### src/rtl/dmem_bus_ctrl_if.sv
`default_nettype none
// ============================================================================
// Module   : dmem_bus_ctrl_if
// Brief    : req/addr_ok/data_ok data-SRAM bus bundle between the MEM-stage
//            bus controller (master) and the data memory (slave).
// Revision : 1.0 - initial release
// ============================================================================
interface dmem_bus_ctrl_if #(
    parameter int ADDR_W = 32
);
    logic              data_req;
    logic              data_wr;
    logic [3:0]        data_wstrb;
    logic [ADDR_W-1:0] data_addr;
    logic [31:0]       data_wdata;
    logic              data_addr_ok;
    logic              data_data_ok;
    logic [31:0]       data_rdata;

    modport master (
        output data_req,
        output data_wr,
        output data_wstrb,
        output data_addr,
        output data_wdata,
        input  data_addr_ok,
        input  data_data_ok,
        input  data_rdata
    );

    modport slave (
        input  data_req,
        input  data_wr,
        input  data_wstrb,
        input  data_addr,
        input  data_wdata,
        output data_addr_ok,
        output data_data_ok,
        output data_rdata
    );
endinterface
`default_nettype wire

### src/rtl/dmem_bus_ctrl.sv
`default_nettype none
// ============================================================================
// Module   : dmem_bus_ctrl
// Brief    : MEM-stage data-memory bus controller. Issues one req/addr_ok/
//            data_ok transaction per load/store, stalls the pipeline until it
//            completes and holds the raw read word until the stage advances.
// Revision : 1.0 - initial release
// ============================================================================
module dmem_bus_ctrl #(
    parameter int ADDR_W = 32
) (
    input  wire logic              clk,
    input  wire logic              rst,
    input  wire logic              req_valid,
    input  wire logic [3:0]        req_wstrb,
    input  wire logic [ADDR_W-1:0] req_addr,
    input  wire logic [31:0]       req_wdata,
    input  wire logic              pipe_advance,
    output logic                   stall,
    output logic [31:0]            rdata,
    dmem_bus_ctrl_if.master        bus
);

    typedef enum logic [1:0] {
        S_IDLE = 2'd0,
        S_REQ  = 2'd1,
        S_WAIT = 2'd2,
        S_DONE = 2'd3
    } state_t;

    state_t            r_state;
    state_t            w_state_nxt;

    logic              r_req;
    logic [3:0]        r_wstrb;
    logic [ADDR_W-1:0] r_addr;
    logic [31:0]       r_wdata;
    logic [31:0]       r_rdata;

    logic              w_latch;
    logic              w_capture;
    logic              w_is_load;

    // The byte offset inside the word only matters to the byte-lane logic.
    logic              w_addr_lsb_unused;
    assign w_addr_lsb_unused = ^req_addr[1:0];

    assign w_is_load = ~|r_wstrb;

    // Next-state decode, request latch and response capture conditions.
    always_comb begin
        w_state_nxt = r_state;
        w_latch     = 1'b0;
        w_capture   = 1'b0;
        unique case (r_state)
            S_IDLE: begin
                if (req_valid) begin
                    w_latch     = 1'b1;
                    w_state_nxt = S_REQ;
                end
            end
            S_REQ: begin
                // A data_ok without addr_ok here is stale and is ignored.
                if (bus.data_addr_ok) begin
                    if (bus.data_data_ok) begin
                        w_capture   = 1'b1;
                        w_state_nxt = S_DONE;
                    end else begin
                        w_state_nxt = S_WAIT;
                    end
                end
            end
            S_WAIT: begin
                if (bus.data_data_ok) begin
                    w_capture   = 1'b1;
                    w_state_nxt = S_DONE;
                end
            end
            S_DONE: begin
                // The same instruction is still in MEM, so req_valid is ignored.
                if (pipe_advance) begin
                    w_state_nxt = S_IDLE;
                end
            end
            default: w_state_nxt = S_IDLE;
        endcase
    end

    // State register and registered bus request.
    always_ff @(posedge clk) begin
        if (rst) begin
            r_state <= S_IDLE;
            r_req   <= 1'b0;
        end else begin
            r_state <= w_state_nxt;
            r_req   <= (w_state_nxt == S_REQ);
        end
    end

    // Request fields are captured once and held stable for the whole transaction.
    always_ff @(posedge clk) begin
        if (rst) begin
            r_wstrb <= 4'b0000;
            r_addr  <= '0;
            r_wdata <= 32'h0;
        end else if (w_latch) begin
            r_wstrb <= req_wstrb;
            r_addr  <= {req_addr[ADDR_W-1:2], 2'b00};
            r_wdata <= req_wdata;
        end
    end

    // Read word is captured for loads only; stores leave it untouched.
    always_ff @(posedge clk) begin
        if (rst) begin
            r_rdata <= 32'h0;
        end else if (w_capture && w_is_load) begin
            r_rdata <= bus.data_rdata;
        end
    end

    // Stall covers the IDLE cycle that sees the request through to the response.
    always_comb begin
        stall = ((r_state == S_IDLE) && req_valid) ||
                (r_state == S_REQ) ||
                (r_state == S_WAIT);
    end

    assign rdata          = r_rdata;
    assign bus.data_req   = r_req;
    assign bus.data_wr    = ~w_is_load;
    assign bus.data_wstrb = r_wstrb;
    assign bus.data_addr  = r_addr;
    assign bus.data_wdata = r_wdata;

endmodule
`default_nettype wire
### src/flat_wrapper.sv
// flat-port wrapper written by rule: the top's interface ports become plain ports
module dmem_bus_ctrl_flat 
#(
    parameter int ADDR_W = 32
)
  (clk, rst, req_valid, req_wstrb, req_addr, req_wdata, pipe_advance, stall, rdata, bus_data_req, bus_data_wr, bus_data_wstrb, bus_data_addr, bus_data_wdata, bus_data_addr_ok, bus_data_data_ok, bus_data_rdata);
  dmem_bus_ctrl_if #(.ADDR_W(ADDR_W)) bus_i ();
  input  wire logic clk;
  input  wire logic rst;
  input  wire logic req_valid;
  input  wire logic [3:0] req_wstrb;
  input  wire logic [ADDR_W-1:0] req_addr;
  input  wire logic [31:0] req_wdata;
  input  wire logic pipe_advance;
  output logic stall;
  output logic [31:0] rdata;
  output wire logic [$bits(bus_i.data_req)-1:0] bus_data_req;
  output wire logic [$bits(bus_i.data_wr)-1:0] bus_data_wr;
  output wire logic [$bits(bus_i.data_wstrb)-1:0] bus_data_wstrb;
  output wire logic [$bits(bus_i.data_addr)-1:0] bus_data_addr;
  output wire logic [$bits(bus_i.data_wdata)-1:0] bus_data_wdata;
  input wire logic [$bits(bus_i.data_addr_ok)-1:0] bus_data_addr_ok;
  input wire logic [$bits(bus_i.data_data_ok)-1:0] bus_data_data_ok;
  input wire logic [$bits(bus_i.data_rdata)-1:0] bus_data_rdata;
  assign bus_data_req = bus_i.data_req;
  assign bus_data_wr = bus_i.data_wr;
  assign bus_data_wstrb = bus_i.data_wstrb;
  assign bus_data_addr = bus_i.data_addr;
  assign bus_data_wdata = bus_i.data_wdata;
  assign bus_i.data_addr_ok = bus_data_addr_ok;
  assign bus_i.data_data_ok = bus_data_data_ok;
  assign bus_i.data_rdata = bus_data_rdata;
  dmem_bus_ctrl #(.ADDR_W(ADDR_W)) u_core (.clk(clk), .rst(rst), .req_valid(req_valid), .req_wstrb(req_wstrb), .req_addr(req_addr), .req_wdata(req_wdata), .pipe_advance(pipe_advance), .stall(stall), .rdata(rdata), .bus(bus_i));
endmodule
### config.mk
export PLATFORM = sky130hd
export DESIGN_NAME = dmem_bus_ctrl_flat
export DESIGN_NICKNAME = d
export VERILOG_FILES = /design/src/rtl/dmem_bus_ctrl_if.sv /design/src/rtl/dmem_bus_ctrl.sv /design/src/flat_wrapper.sv
export SDC_FILE = /design/constraint.sdc
export NUM_CORES = 1
export LEC_CHECK = 0
export BUFFER_PORTS_ARGS = -buffer_cell sky130_fd_sc_hd__buf_2
export CORE_MARGIN = 2
export CORE_UTILIZATION = 27
export CTS_CLUSTER_SIZE = 14
export DETAILED_ROUTE_END_ITERATION = 10
export GPL_ROUTABILITY_DRIVEN = 0
export PLACE_DENSITY = 0.59
export SKIP_LAST_GASP = 1
export SLEW_MARGIN = 40
export SYNTH_ARGS = -nofsm -noshare
export SYNTH_HDL_FRONTEND = slang
export SYNTH_SLANG_ARGS = --single-unit
export TNS_END_PERCENT = 20
### constraint.sdc
create_clock -name clk -period 1.9 [get_ports clk]
set_clock_uncertainty 0.1 [all_clocks]
set_input_delay 0.095 -clock clk [delete_from_list [all_inputs] [get_ports clk]]
set_output_delay 0.095 -clock clk [all_outputs]
set_load 0.01 [all_outputs]
==> results of run 1 <==
[cell usage in the layout, fill, tap and decap left out, types with 2 or more instances in the layout]
master,synthesis,layout
buf_2,4,203
nand2_1,198,197
a21oi_1,101,101
dfxtp_1,101,101
dlygate4sd3_1,0,99
clkbuf_16,0,9
buf_4,2,6
buf_12,0,5
ha_1,5,4
clkbuf_1,22,4
nor2b_1,2,2
a21o_1,2,2
conb_1,1,2
[synth_stat cells (all sizes together)]
library cell / count
nand2: 198
a21oi: 101
dfxtp: 101
clkbuf: 22
buf: 13
ha: 5
a21o: 2
inv: 2
nor2b: 2
or3: 2
a211oi: 1
and2: 1
and3: 1
conb: 1
nand3b: 1
nor3: 1
nor3b: 1
o21ai: 1
o31ai: 1
or4: 1
[stage by stage]
step | instance area, um^2 | setup WS [ns] | utilization [%] | instances
finish | 6110 | 0.0517 | 46.3 | 929
global route | 6110 | -0.0101 | 46.3 | 928
global placement | 4850 | 0.0613 | 36.8 | 814
detailed placement | 4850 | 0.0343 | 36.8 | 814
CTS | 6100 | 0.0204 | 46.3 | 928
floorplan | 3620 | 0.00820 | - | 459
[worst max-delay path: stages (launching register included)]
cell     delay [ns]
dfxtp_1        0.32
or4_4          0.57
or3_4          0.42
buf_12         0.17
nand2_1        0.08
a21oi_1        0.06
[cells by family (layout without fill, tap and decap cells)]
| family | Yosys count | after routing | synth area share [%] |
|---|---|---|---|
| buf+inv | 37 | 330 | 4.80 |
| other cells | 1 | 3 | 0.104 |
| simple gates | 208 | 208 | 22.6 |
| fa+ha+maj | 5 | 5 | 1.73 |
| compound gates | 106 | 106 | 14.9 |
| flops | 101 | 101 | 55.9 |
[layout make-up]
class,count,area [um^2]
fill,1274,7080
timing repair buffer,313,2150
sequential,101,2020
multi-input combinational,321,1450
clock buffer,14,254
tap,176,220
clock inverter,1,7.51
inverter,2,7.51
antenna,1,2.50
[repair_timing]
action                                  CTS  global route
endpoints found under the setup margin    0            27
gates resized for setup                   0             3
hold endpoints to repair                 99             0
hold buffers                             99             0
setup buffers                             0             0
[final timing paths]
check / depth (start not counted) / endpoint / startpoint / slack [ns]
worst min register to register: 2 / u_core.bus.data_addr[10]$_SDFFE_PP0P_ / u_core.bus.data_addr[10]$_SDFFE_PP0P_ / 0.35
worst max-delay path: 5 / u_core.rdata[15]$_SDFFE_PP0P_ / u_core.bus.data_wstrb[3]$_SDFFE_PP0P_ / 0.05
worst max register to register: 5 / u_core.rdata[15]$_SDFFE_PP0P_ / u_core.bus.data_wstrb[3]$_SDFFE_PP0P_ / 0.05
worst min-delay path: 3 / u_core.r_state[0]$_SDFF_PP0_ / bus_data_data_ok / 0.04
[metal layers]
layer	part of all wire [%]	wire length (um)
met1	41	4770
met2	49	5660
met3	7.2	836
met5	0	0
met4	2.6	306
[sequential cells by signal, summed over array words and instances (netlist names)]
| name | flops |
|---|---|
| u_core.bus.data_wstrb | 4 |
| u_core.bus.data_wdata | 32 |
| u_core.rdata | 32 |
| u_core.r_state | 2 |
| u_core.bus.data_req | 1 |
| u_core.bus.data_addr | 30 |
[report_power, final]
group | leakage, nW | internal, mW | switching, mW
combinational | 1.85 | 0.453 | 0.475
sequential | 0.825 | 2.25 | 0.0626
clock | 0.123 | 0.919 | 0.743
total | 2.80 | 3.62 | 1.28
==> flow_summary.json, run 1 <==
{
  "hold_violations": 0,
  "yosysSeqAreaShare_pct": 55.9,
  "min_period_ns": 1.85,
  "yosys_warnings": 0,
  "cp-end-kind": "flop",
  "clockRootBuffer": "clkbuf_16",
  "ir_drop_v": 0.000453,
  "use_met1_pct": 17.9,
  "setup.worst_path.class": "reg2reg",
  "fin_nets": 859,
  "via_per_inst": 4.45,
  "numCtsBuffers": 9,
  "setup_violations": 0,
  "htree_levels": 3,
  "die_h_um": 120,
  "met3_usage_pct": 5.18,
  "synthDominantCellAreaShare_pct": 55.9,
  "drt_wl_total_um": 11600,
  "yosys-top-cells-area": "dfxtp_1 (56%), nand2_1 (21%), a21oi_1 (14%)",
  "clock_path_buffers": 2,
  "vias": 4130,
  "cp_data_arrival_time_ns": 1.97,
  "core-area_um2": 13200,
  "clock_latency_ns": 0.34,
  "start_kind": "flop",
  "clk_pin_slew_ns": 0.06,
  "fmax_mhz": 541,
  "report.final.slew_viol_count": 0,
  "cts_tree": "built",
  "power_density_nw_per_um2": 802,
  "syn_inst": 458,
  "use_met2_pct": 28.1,
  "drt-pass1-iter-count": 7,
  "power.leakage_nw": 2.80,
  "overflow": 0,
  "grt_setup_unrepaired": "true",
  "layout-drive-gt1-share_pct": 30.9,
  "synth-seq-cells": 101,
  "syn_avg_cell_area_um2": 7.90,
  "io_pins": 209,
  "die_x_um": 120,
  "cts.sinks": 101,
  "ant_nets": 0,
  "cp_max_fo": 32,
  "whs_ns": 0.0390,
  "grt_pass1_vias": 4038,
  "drt_iter0_markers": 322,
  "drv_cap": 0,
  "synthToLayoutAreaGrowth_pct": 68.8,
  "die_area_um2": 14300,
  "holdCritPathClass": "in2reg",
  "tns_ns": 0,
  "portBuffers": 204,
  "finalCritPeriodShare_pct": 97.3,
  "synth_area_leader_cell": "dfxtp_1",
  "route.detailed.drc": 0,
  "std_cell_rows": 42,
  "initial_core_util_pct": 27.4,
  "wire_per_inst_um": 12.5,
  "grt.busiest_layer": "met2",
  "grt_pass1_wl_um": 18500,
  "antenna_found_initial": 1,
  "dpl.hpwl_um": 7060,
  "syn_area_um2": 3620,
  "grt_max_degree": 67,
  "track_usage_pct": 16.0,
  "crit_required_ns": 2.03,
  "synth.distinct_cells": 23,
  "status": "complete, no violations",
  "total_power_mw": 4.90
}
Power figures use the tool's default switching activity.
==> run 2, diff against run 1 <==
Settings changed: BUFFER_PORTS_ARGS -buffer_cell sky130_fd_sc_hd__buf_2 to -buffer_cell sky130_fd_sc_hd__buf_4.
==> flow_summary.json, run 2 (synthesized netlist as in run 1, its figures left out) <==
{
  "status": "complete, no violations",
  "tns_ns": 0,
  "r2r_start": "u_core.bus.data_wstrb[3]$_SDFFE_PP0P_",
  "dpl.hpwl_um": 7660,
  "drt_iter0_markers": 174,
  "die_x_um": 120,
  "finish.utilization_pct": 50.8,
  "fmax_mhz": 541,
  "portBuffers": 204,
  "route.detailed.drc": 0,
  "htree_levels": 3,
  "grt_pass1_vias": 3922,
  "power_density_nw_per_um2": 765,
  "critPathLaunch": "u_core.bus.data_wstrb[3]$_SDFFE_PP0P_",
  "wire_per_inst_um": 13.1,
  "antenna_found_initial": 0,
  "crit_required_ns": 2.06,
  "grt_max_degree": 47,
  "cts.sinks": 101,
  "numCtsBuffers": 9,
  "power.leakage_nw": 2.94,
  "setup_violations": 0,
  "track_usage_pct": 16.2,
  "hold_violations": 0,
  "std_cell_rows": 42,
  "clockRootBuffer": "clkbuf_16",
  "start_kind": "flop",
  "fill_cells": 1173,
  "clk_pin_slew_ns": 0.07,
  "grt_setup_unrepaired": "true",
  "synthToLayoutAreaGrowth_pct": 85.0,
  "r2r_slack_ns": 0.05,
  "finalCritPeriodShare_pct": 97.3,
  "place_area_um2": 5380,
  "whs_ns": 0.0809,
  "cp_max_fo": 16,
  "final_area_um2": 6700,
  "drv_cap": 0,
  "cts_tree": "built",
  "drt-pass1-iter-count": 4,
  "clock_latency_ns": 0.34,
  "r2r_end": "u_core.rdata[23]$_SDFFE_PP0P_",
  "ff2ff_path_depth": 7,
  "die_area_um2": 14300,
  "die_h_um": 120,
  "io_pins": 209,
  "via_per_inst": 4.37,
  "fin_nets": 864,
  "holdCritPathClass": "in2reg",
  "grt_pass1_wl_um": 18700,
  "clock_path_buffers": 2,
  "drt_wl_total_um": 12300,
  "core-area_um2": 13200,
  "ant_nets": 0,
  "min_period_ns": 1.85,
  "ir_drop_v": 0.000377,
  "setup.worst_path.class": "reg2reg",
  "initial_core_util_pct": 27.4,
  "cp-end-kind": "flop",
  "crit_end": "u_core.rdata[23]$_SDFFE_PP0P_",
  "report.final.slew_viol_count": 0,
  "vias": 4079,
  "cp_data_arrival_time_ns": 2.01,
  "overflow": 0,
  "num_antenna_cells": 0,
  "layout_commonest_cell": "buf_4",
  "layout-drive-gt1-share_pct": 31.3,
  "final_cell_mix": "buf_4 (212), nand2_1 (197), a21oi_1 (101), dfxtp_1 (101), dlygate4sd3_1 (99)"
}
==> run 2: changes by cell type in the layout (fill, tap and decap cells not counted), sizes merged <==
cell / previous run / this run
buf: 214 / 218
clkbuf: 14 / 16
clkinv: 0 / 1
clkinvlp: 1 / 0
diode: 1 / 0
==> run 2: worst min path at each step <==
stage,from,end,slack (ns),cells after the start
after floorplan,req_addr[10],u_core.bus.data_addr[10]$_SDFFE_PP0P_,0.13,2
after global placement,req_addr[27],u_core.bus.data_addr[27]$_SDFFE_PP0P_,0.24,3
after detailed placement,bus_data_rdata[18],u_core.rdata[18]$_SDFFE_PP0P_,0.25,3
after CTS,bus_data_data_ok,u_core.r_state[0]$_SDFF_PP0_,0.06,3
after global routing,bus_data_data_ok,u_core.r_state[0]$_SDFF_PP0_,0.06,3
final,bus_data_data_ok,u_core.r_state[0]$_SDFF_PP0_,0.08,3
==> run 2: routing by layer <==
layer	up-vias	track usage [%]	part of all wire, %
met4	0	6.40	2.5
met1	1858	19.6	42
met2	142	27.0	48
met3	23	5.04	7.1
met5	-	0	0
li1	2056	-	-
==> run 2: cell type report <==
class / count / area (um^2) / area share, %
Tap cell: 176 / 220 / 3.29
Sequential cell: 101 / 2020 / 30.2
Inverter: 2 / 7.51 / 0.112
Clock inverter: 1 / 5.00 / 0.0747
Timing Repair Buffer: 318 / 2730 / 40.7
Multi-Input combinational cell: 321 / 1450 / 21.6
Clock buffer: 15 / 268 / 4.00
==> run 2: power breakdown <==
group	internal [mW]	switching (mW)	total (mW)
registers	2.25	0.0710	2.32
clock network	0.961	0.747	1.71
logic	0.599	0.494	1.09
total	3.81	1.31	5.12
==> run 2: timing repair <==
action / in CTS / in global routing
setup buffers: 0 / 1
setup endpoints to repair: 1 / 26
pin swaps: 0 / 1
gates cloned: 0 / 1
gates resized for setup: 1 / 2
hold buffers: 99 / 0
hold endpoints to repair: 99 / 0
==> run 2: critical path, cell delays in order (launching register included) <==
cell and delay (ns):
dfxtp_1 0.33, or4_4 0.55, buf_4 0.17, nor3_4 0.14, buf_12 0.14, buf_12 0.13
nand2_1 0.06, a21oi_1 0.14
==> run 2: metrics by stage <==
step	instances	worst slack [ns]	power, mW
floorplan	459	0.00820	2.76
global placement	817	0.0762	3.26
detailed placement	817	0.0494	3.28
CTS	932	0.0401	5.18
global route	934	-0.00960	5.40
finish	934	0.0507	5.12
==> run 3, diff against run 2 <==
Settings changed: CORE_UTILIZATION 27 to 39, PLACE_DENSITY 0.59 to 0.78, REMOVE_ABC_BUFFERS set to 1.
==> flow_summary.json, run 3 (synthesized netlist as in run 1, its figures left out) <==
{
  "grt_pass1_wl_um": 19700,
  "status": "complete, no violations",
  "cp_slowest_cell": "or4_4",
  "final_cell_mix": "buf_4 (210), nand2_1 (196), a21oi_1 (99), dlygate4sd3_1 (99), dfxtp_1 (98)",
  "die_area_um2": 10100,
  "report.final.slew_viol_count": 0,
  "holdCritPathClass": "in2reg",
  "num_antenna_cells": 0,
  "setup.worst_path.class": "reg2reg",
  "fill_cells": 613,
  "wire_per_inst_um": 15.3,
  "ant_nets": 0,
  "antenna_found_initial": 0,
  "synthToLayoutAreaGrowth_pct": 80.7,
  "instances_no_fill": 867,
  "drt_wl_total_um": 13200,
  "whs_ns": 0.0484,
  "cts.sinks": 101,
  "grt_setup_unrepaired": "true",
  "vias": 4241,
  "post-place-ws_ns": 0.0240,
  "layout-drive-gt1-share_pct": 32.5,
  "hold_violations": 0,
  "fmax_mhz": 532,
  "std_cell_rows": 35,
  "track_usage_pct": 24.4,
  "fin_nets": 862,
  "tns_ns": 0,
  "grt_pass1_vias": 4191,
  "drv_cap": 0,
  "clockRootBuffer": "clkbuf_8",
  "overflow": 0,
  "cp_max_fo": 32,
  "ff2ff_path_depth": 5,
  "critPathBufInv": 1,
  "drt_iter0_markers": 151,
  "hold_path_depth": 3,
  "final_area_um2": 6540,
  "finalCritPeriodShare_pct": 98.9,
  "clock_latency_ns": 0.35,
  "die_x_um": 100,
  "start_kind": "flop",
  "place_area_um2": 5260,
  "min_period_ns": 1.88,
  "clk_pin_slew_ns": 0.10,
  "grt_max_degree": 67,
  "crit_chain": "or4_4 -> or3_4 -> buf_12 -> nand2_1 -> a21oi_2",
  "cp_data_arrival_time_ns": 2.00,
  "die_h_um": 100,
  "slew-limit-headroom_pct": 54.0,
  "dpl.hpwl_um": 7310,
  "portBuffers": 204,
  "crit_cells": 5,
  "numCtsBuffers": 9,
  "dp_cells": 748,
  "io_pins": 209,
  "initial_core_util_pct": 39.7,
  "setup_violations": 0,
  "cts_tree": "built",
  "drt-pass1-iter-count": 5,
  "cp-end-kind": "flop",
  "core-area_um2": 9110,
  "layout_commonest_cell": "buf_4",
  "htree_levels": 3,
  "power_density_nw_per_um2": 722,
  "cp_slowest_stage_delay_ns": 0.53,
  "clock_path_buffers": 2,
  "ir_drop_v": 0.000441,
  "via_per_inst": 4.89,
  "cpLargestDelayFamily": "simple AND/OR/NAND/NOR gates",
  "worst_slack_ns": 0.0211,
  "route.detailed.drc": 0,
  "crit_required_ns": 2.02,
  "tightest_slew_ns": 0.691,
  "power.leakage_nw": 2.89
}
==> run 3: per-stage QoR <==
step	util (%)	total power, mW
6_report	71.8	4.72
5_1_grt	71.8	4.97
4_1_cts	70.7	4.72
3_5_place_dp	57.7	3.25
3_3_place_gp	57.7	3.22
2_1_floorplan	-	2.71
==> run 3: layout make-up <==
cell class	count	area (um^2)	area share, %
repair buffers	316	2720	41.5
flip-flops and latches	101	2030	31.0
multi-input cells	321	1460	22.3
well taps	111	139	2.12
clock buffers	10	138	2.10
clock inverters	6	53.8	0.822
inverters	2	7.51	0.115
==> run 3: power breakdown <==
part / internal, mW / leakage (nW) / switching [mW]
logic: 0.587 / 1.97 / 0.508
clock network: 0.537 / 0.0954 / 0.773
registers: 2.25 / 0.826 / 0.0720
==> run 3: repair_timing <==
action,in CTS,in global routing
endpoints found under the hold margin,99,0
hold buffers,99,0
pin swaps,0,1
endpoints found under the setup margin,1,28
setup buffers,0,2
resized for setup,1,9
cloned,0,2
==> run 3: worst min-delay path, cell delays in order <==
cell	delay (ns)
buf_4	0.11
a21oi_1	0.13
a211oi_1	0.10
==> run 3: path summary, 6_finish.rpt <==
check                                    startpoint                                endpoint  slack, ns
max reg2reg   u_core.bus.data_wstrb[3]$_SDFFE_PP0P_            u_core.rdata[7]$_SDFFE_PP0P_       0.02
min                                bus_data_data_ok            u_core.r_state[0]$_SDFF_PP0_       0.05
min reg2reg  u_core.bus.data_wdata[23]$_SDFFE_PP0P_  u_core.bus.data_wdata[23]$_SDFFE_PP0P_       0.36
max           u_core.bus.data_wstrb[3]$_SDFFE_PP0P_            u_core.rdata[7]$_SDFFE_PP0P_       0.02
==> run 3: layer usage <==
layer	GRT usage [%]	wire length [um]	up-vias	share of wire (%)
li1	-	-	2050	-
met5	0	0	-	0
met1	28.2	5010	1965	38
met2	42.8	6840	196	52
met4	10.6	334	0	2.5
met3	5.57	1050	30	7.9
